==> config.mk <==
export PLATFORM = sky130hd
export DESIGN_NAME = lv1a_trig_sched
export DESIGN_NICKNAME = d
export VERILOG_FILES = /design/src/rtl/lv1a_trig_sched.sv
export SDC_FILE = /design/constraint.sdc
export NUM_CORES = 1
export LEC_CHECK = 0
export ABC_AREA = 1
export CAP_MARGIN = 15
export CORE_UTILIZATION = 25
export DETAILED_ROUTE_END_ITERATION = 16
export GPL_ROUTABILITY_DRIVEN = 0
export MAX_ROUTING_LAYER = met4
export SLEW_MARGIN = 20
export SYNTH_ARGS = -nofsm -noshare
export SYNTH_HDL_FRONTEND = slang
export SYNTH_SLANG_ARGS = --single-unit
==> constraint.sdc <==
create_clock -name clk -period 6.92 [get_ports clk]
set_input_delay 1.73 -clock clk [delete_from_list [all_inputs] [get_ports clk]]
set_output_delay 1.73 -clock clk [all_outputs]
set_load 0.05 [all_outputs]
==> src/rtl/lv1a_trig_sched.sv <==
// Trigger scheduler in front of the lv1a pipeline.
// Per-source mask and prescale, a hold-off gate, lv1b credit limiting, and a run-control FSM.
// The FSM keeps the pipeline free of triggers while it arms and drains.
module lv1a_trig_sched #(
    parameter int unsigned HOLDOFF = 20,
    parameter int unsigned DEPTH   = 16,
    parameter int unsigned ARM_DLY = 8
) (
    input  logic         clk,
    input  logic         rst,
    input  logic         in_live,
    input  logic [15:0]  in_int_req,
    input  logic [3:0]   in_ext_req,
    input  logic         in_delta_req,
    input  logic [15:0]  int_mask,
    input  logic [3:0]   ext_mask,
    input  logic         delta_ena,
    input  logic [127:0] int_prescale,
    input  logic [31:0]  ext_prescale,
    input  logic         in_lv1b_done,
    output logic [15:0]  out_int_lv1a,
    output logic [3:0]   out_ext_lv1a,
    output logic         out_delta_lv1a,
    output logic         out_busy,
    output logic [4:0]   outstanding,
    output logic [31:0]  acc_cnt,
    output logic [31:0]  rej_cnt,
    output logic         credit_err
);

    localparam int unsigned HW = $clog2(HOLDOFF + 1);
    localparam int unsigned AW = $clog2(ARM_DLY + 1);
    localparam logic [HW-1:0] HOLD_LOAD = HW'(HOLDOFF - 1);
    localparam logic [AW-1:0] ARM_LAST  = AW'(ARM_DLY - 1);
    localparam logic [4:0]    DEPTH_V   = 5'(DEPTH);

    typedef enum logic [1:0] {StIdle, StArm, StRun, StDrain} state_e;

    state_e          state_q, state_d;
    logic            live_q;
    logic [AW-1:0]   arm_cnt_q, arm_cnt_d;
    logic [HW-1:0]   holdoff_q, holdoff_d;
    logic [7:0]      int_psc_q [16];
    logic [7:0]      int_psc_d [16];
    logic [7:0]      ext_psc_q [4];
    logic [7:0]      ext_psc_d [4];
    logic [15:0]     int_pass;
    logic [3:0]      ext_pass;
    logic            delta_pass;
    logic [4:0]      outst_q, outst_d;
    logic [31:0]     acc_q, acc_d, rej_q, rej_d;
    logic            err_q, err_d;
    logic            busy_q, busy_d;
    logic [15:0]     out_int_q;
    logic [3:0]      out_ext_q;
    logic            out_delta_q;
    logic            arm_entry, qualified, credit_ok, accept, reject, credit_ret;

    // Run-control FSM next state and arm delay counter.
    always_comb begin
        state_d   = state_q;
        arm_cnt_d = '0;
        unique case (state_q)
            StIdle: begin
                if (in_live && !live_q) state_d = StArm;
            end
            StArm: begin
                arm_cnt_d = arm_cnt_q + 1'b1;
                if (!in_live) begin
                    state_d = StIdle;
                end else if (arm_cnt_q == ARM_LAST) begin
                    state_d = StRun;
                end
            end
            StRun: begin
                if (!in_live) state_d = StDrain;
            end
            StDrain: begin
                // Live can only be high here if it rose during the drain.
                if (outst_q == 5'd0) state_d = in_live ? StArm : StIdle;
            end
            default: state_d = StIdle;
        endcase
        arm_entry = (state_d == StArm) && (state_q != StArm);
    end

    // Per-source prescale qualify; counters only move on masked requests in RUN.
    always_comb begin
        int_pass  = '0;
        ext_pass  = '0;
        int_psc_d = int_psc_q;
        ext_psc_d = ext_psc_q;
        for (int i = 0; i < 16; i++) begin
            if (state_q == StIdle) begin
                int_psc_d[i] = '0;
            end else if (state_q == StRun && in_int_req[i] && int_mask[i] &&
                         int_prescale[8*i +: 8] != 8'd0) begin
                if (int_psc_q[i] == int_prescale[8*i +: 8] - 8'd1) begin
                    int_pass[i]  = 1'b1;
                    int_psc_d[i] = '0;
                end else begin
                    int_psc_d[i] = int_psc_q[i] + 8'd1;
                end
            end
        end
        for (int j = 0; j < 4; j++) begin
            if (state_q == StIdle) begin
                ext_psc_d[j] = '0;
            end else if (state_q == StRun && in_ext_req[j] && ext_mask[j] &&
                         ext_prescale[8*j +: 8] != 8'd0) begin
                if (ext_psc_q[j] == ext_prescale[8*j +: 8] - 8'd1) begin
                    ext_pass[j]  = 1'b1;
                    ext_psc_d[j] = '0;
                end else begin
                    ext_psc_d[j] = ext_psc_q[j] + 8'd1;
                end
            end
        end
        delta_pass = (state_q == StRun) && in_delta_req && delta_ena;
    end

    // Accept/reject decision, credits, hold-off and statistics.
    always_comb begin
        qualified  = (|int_pass) || (|ext_pass) || delta_pass;
        credit_ret = in_lv1b_done && (outst_q != 5'd0);
        // A credit returned this cycle frees a slot for a same-cycle accept.
        credit_ok  = (outst_q < DEPTH_V) || credit_ret;
        accept     = qualified && (state_q == StRun) && (holdoff_q == '0) && credit_ok;
        reject     = qualified && !accept;

        outst_d = outst_q;
        if (accept && !credit_ret) begin
            outst_d = outst_q + 5'd1;
        end else if (!accept && credit_ret) begin
            outst_d = outst_q - 5'd1;
        end

        holdoff_d = '0;
        if (accept) begin
            holdoff_d = HOLD_LOAD;
        end else if (holdoff_q != '0 && state_q != StIdle) begin
            holdoff_d = holdoff_q - 1'b1;
        end

        acc_d = acc_q;
        rej_d = rej_q;
        err_d = err_q;
        if (arm_entry) begin
            acc_d = '0;
            rej_d = '0;
            err_d = 1'b0;
        end else begin
            if (accept && acc_q != '1) acc_d = acc_q + 32'd1;
            if (reject && rej_q != '1) rej_d = rej_q + 32'd1;
            if (in_lv1b_done && outst_q == 5'd0) err_d = 1'b1;
        end

        busy_d = (state_d != StRun) || (holdoff_d != '0) || (outst_d >= DEPTH_V);
    end

    // State and datapath registers, synchronous reset.
    always_ff @(posedge clk) begin
        if (rst) begin
            state_q     <= StIdle;
            live_q      <= 1'b0;
            arm_cnt_q   <= '0;
            holdoff_q   <= '0;
            for (int i = 0; i < 16; i++) int_psc_q[i] <= '0;
            for (int j = 0; j < 4; j++) ext_psc_q[j] <= '0;
            outst_q     <= '0;
            acc_q       <= '0;
            rej_q       <= '0;
            err_q       <= 1'b0;
            busy_q      <= 1'b0;
            out_int_q   <= '0;
            out_ext_q   <= '0;
            out_delta_q <= 1'b0;
        end else begin
            state_q     <= state_d;
            live_q      <= in_live;
            arm_cnt_q   <= arm_cnt_d;
            holdoff_q   <= holdoff_d;
            int_psc_q   <= int_psc_d;
            ext_psc_q   <= ext_psc_d;
            outst_q     <= outst_d;
            acc_q       <= acc_d;
            rej_q       <= rej_d;
            err_q       <= err_d;
            busy_q      <= busy_d;
            out_int_q   <= accept ? int_pass : 16'd0;
            out_ext_q   <= accept ? ext_pass : 4'd0;
            out_delta_q <= accept && delta_pass;
        end
    end

    assign out_int_lv1a   = out_int_q;
    assign out_ext_lv1a   = out_ext_q;
    assign out_delta_lv1a = out_delta_q;
    assign out_busy       = busy_q;
    assign outstanding    = outst_q;
    assign acc_cnt        = acc_q;
    assign rej_cnt        = rej_q;
    assign credit_err     = err_q;

endmodule

==> impl_metrics.py <==
metrics = {
    "synthesis": {
        "synthCells": 3102,
        "synth_fa_ha_area_share_pct": 4.423,
        "synthArstFlopShare_pct": 0,
        "syn_area_sq_um": 19230,
        "syn_nets": 3376,
        "synth-main-ff-cell": "dfxtp_1",
        "synth-edff-count": 0,
        "yosysSeqAreaShare_pct": 27.48,
        "synth-seq-cells": 264,
        "synthSimpleGateAreaFrac_pct": 42.57,
        "synthDistinctLibCells": 53,
        "avgSynthCellArea_sq_um": 6.201,
        "synth_mux_area_share_pct": 0,
        "synth_xor_area_share_pct": 9.660,
        "synth-compound-area-share_pct": 5.796,
        "synth_top_family_by_area": "simple AND/OR/NAND/NOR gates",
        "yosysWarnings": 0,
    },
    "sta": {
        "setup_viol": 0,
        "slew_violations": 0,
        "period_minus_slack_ns": 5.135,
        "fin_ws_ns": 1.785,
        "slew-limit-headroom_pct": 29.37,
        "rsz0062_at_grt": "false",
        "finalHoldViolCount": 0,
        "max_freq_mhz": 194.8,
        "fin_crit_sh_pct": 74.20,
        "worst-slew-pin-transition_ns": 1.057,
        "fin_setup_tns_ns": 0,
        "skew_ns": 0.02703,
    },
    "route": {
        "drc": 0,
        "first_pass_iters": 5,
        "ant_nets": 0,
        "num_vias": 19290,
        "routed_via_density": 4.328,
        "drt_iter0_drc": 931,
        "detail_route.wl_per_cell_um": 12.45,
        "drt-total-wl_mm": 55.49,
    },
    "run_status": {
        "outcome": "finished, final reports clean",
    },
    "cts": {
        "cts_hold_buffers": 0,
        "clkTransAtPathRegs_ns": 0.06,
        "post_cts_buffers": 0,
        "cts_max_level": 2,
        "cts_tree": "yes",
        "cts_sinks": 264,
        "clk_latency_ns": 0.56,
        "cts_buffers": 37,
        "clockBufferDepth": 3,
        "ctsResizeCount": 0,
        "cts_root_buf": "clkbuf_16",
    },
    "floorplan": {
        "core_area_sq_um": 76080,
        "rows": 101,
        "start_util_pct": 25.28,
        "design.die.area_sq_um": 78050,
        "io_pins": 298,
        "die_x_um": 279.4,
        "fp.dieH_um": 279.4,
    },
    "layout": {
        "drive_gt1_share_pct": 4.467,
        "syn_to_final_growth_pct": 27.06,
        "fillCellCount": 8359,
        "seqCellArea_sq_um": 5285,
        "multi_input_area_sq_um": 12020,
        "layout.nets": 3674,
    },
    "pwr": {
        "powerDensity_nw_per_um2": 165.6,
        "p_leak_nw": 10.47,
        "max-vdd-ir-drop_mv": 0.1907,
    },
    "worst_setup_path": {
        "slowest_stage": "clkdlybuf4s50_1",
        "crit_fanout": 18,
        "cp-end-kind": "flop",
        "critPathLaunchType": "input port",
        "rrSetupSlack_ns": 2.90,
        "crit_required_ns": 7.36,
        "critical_path_class": "in -> reg",
        "critical-path-max-stage-delay_ns": 0.54,
        "path_cells": "clkdlybuf4s50_1 > inv_1 > ha_1 > inv_1 > nand2_1 > a21oi_1 > nor2_1 > nand3_1 > nor2_1 > nand2_1 > nand2_1 > nor2_1 > nand2_2 > nor2_4 > nor2_8 > ha_1 > nor2_1 > inv_1 > o21ai_0 > xor2_1 > nand2_1 > nor3_1 > o21bai_1 > or2_1",
        "crit_arrival_ns": 5.58,
    },
    "place": {
        "place_worst_setup_slack_ns": 1.181,
        "port_buffers": 297,
        "hpwlAfterDp_mm": 43.35,
    },
    "grt": {
        "grt_pass1_vias": 18310,
        "overflow": 0,
        "grt_pass1_wl_mm": 90.91,
        "grt_use_total_pct": 14.49,
        "grt_max_degree": 52,
        "antenna_found_initial": 2,
    },
    "job": {
        "maxCapViolCount": 0,
    },
    "min_path": {
        "hold_path.class": "reg -> reg",
    },
}
path summary, 6_finish.rpt:
kind,start,to,depth (start not counted)
max reg2reg,state_q[0],out_busy,22
min,arm_cnt_q[0],arm_cnt_q[0],1
max,int_prescale[96],out_busy,24
min reg2reg,arm_cnt_q[0],arm_cnt_q[0],1
cells by family after synthesis:
group | Yosys count
buf+inv | 492
xor+xnor | 209
compound gates | 205
fa+ha+maj | 68
flops | 264
simple gates | 1864
cells in the final DEF, fill, tap and decap left out, types with 3 or more instances in the layout:
cell and instances:
nand3b_1 12, or2_1 7, clkinv_2 4, clkinv_1 3
nand3_1 209, nand2_2 11, nor4_1 21, clkdlybuf4s50_1 297
nor3b_1 35, and2_1 3, xor2_1 122, o211ai_1 3
nor3_1 65, ha_1 68, clkbuf_8 5, or2_2 14
o21bai_1 7, buf_4 4, nand3_2 8, nor2_2 25
inv_2 15, o21ai_2 5, a21oi_1 113, nor2_1 487
nand2_1 836, a211oi_1 7, o21ai_1 14, clkbuf_1 11
inv_1 432, clkinvlp_4 3, xnor2_1 85, o21ai_0 45
dfxtp_1 264, nor2_4 9, nand4_1 109, clkbuf_16 38
a31oi_1 4
per-layer routing:
layer / GRT usage [%] / vias up / wire length (um)
met2: 23.98 / 332 / 25420
met5: - / - / 0
met3: 2.752 / 85 / 2853
li1: - / 10410 / -
met4: 3.867 / 0 / 1271
met1: 17.95 / 8467 / 25950
stage by stage:
step	hold WS (ns)	util (%)	instance area, sq um	total power, mW	std cells
2_1_floorplan	0.4178	-	19230	1.974	3102
3_3_place_gp	0.4338	30.61	23290	2.245	4391
3_5_place_dp	0.4370	30.61	23290	2.244	4391
4_1_cts	0.4452	32.12	24430	4.138	4455
5_1_grt	0.4824	32.13	24440	4.269	4457
6_report	0.4463	32.13	24440	4.047	4457
cell usage after synthesis (all sizes together), types with 5 or more instances:
cell | count | share of area [%]
nand3 | 218 | 5.9
dfxtp | 264 | 27
xnor2 | 85 | 3.9
xor2 | 122 | 5.6
a211oi | 7 | 0.27
nor3 | 66 | 1.7
buf | 20 | 0.82
or2 | 21 | 0.68
nand3b | 12 | 0.47
nor4 | 21 | 0.68
o21bai | 7 | 0.27
nor2 | 522 | 11
o21ai | 64 | 1.8
inv | 447 | 8.7
nor3b | 35 | 1.4
clkbuf | 22 | 0.47
a31oi | 5 | 0.20
nand2 | 849 | 17
ha | 68 | 4.4
nand4 | 111 | 3.7
a21oi | 114 | 3.0
state kept, by name, indices dropped and copies added (netlist names), named ones only:
name	count
credit_err	1
state_q	2
out_ext_lv1a	4
out_busy	1
live_q	1
rej_cnt	32
arm_cnt_q	4
int_psc_q	128
outstanding	2
out_int_lv1a	16
holdoff_q	5
ext_psc_q	32
acc_cnt	32
out_delta_lv1a	1
critical path: cells and delay by family:
kind,cells,cell delay [ns]
AOI/OAI and AO/OA,3,0.40
and+or+nand+nor,14,1.89
xor gates and xnor gates,1,0.21
buffers and inverters,4,0.82
adders and majority gates,2,0.52
area by class of cell:
class,instances,area share (%)
well taps,1030,5.273
clock inverters,10,0.3584
clock buffers,54,4.341
repair buffers,301,12.29
inverters,450,6.911
multi-input cells,2346,49.18
diodes,2,0.02048
flip-flops and latches,264,21.62
report_power, final:
| part | leakage, nW | switching (mW) | total [mW] | internal, mW |
|---|---|---|---|---|
| Clock | 0.555 | 0.765 | 1.84 | 1.07 |
| Sequential | 2.13 | 0.0204 | 1.56 | 1.54 |
| Combinational | 7.79 | 0.378 | 0.653 | 0.275 |
| Total | 10.5 | 1.16 | 4.05 | 2.88 |
(Power assumes the default switching activity.)
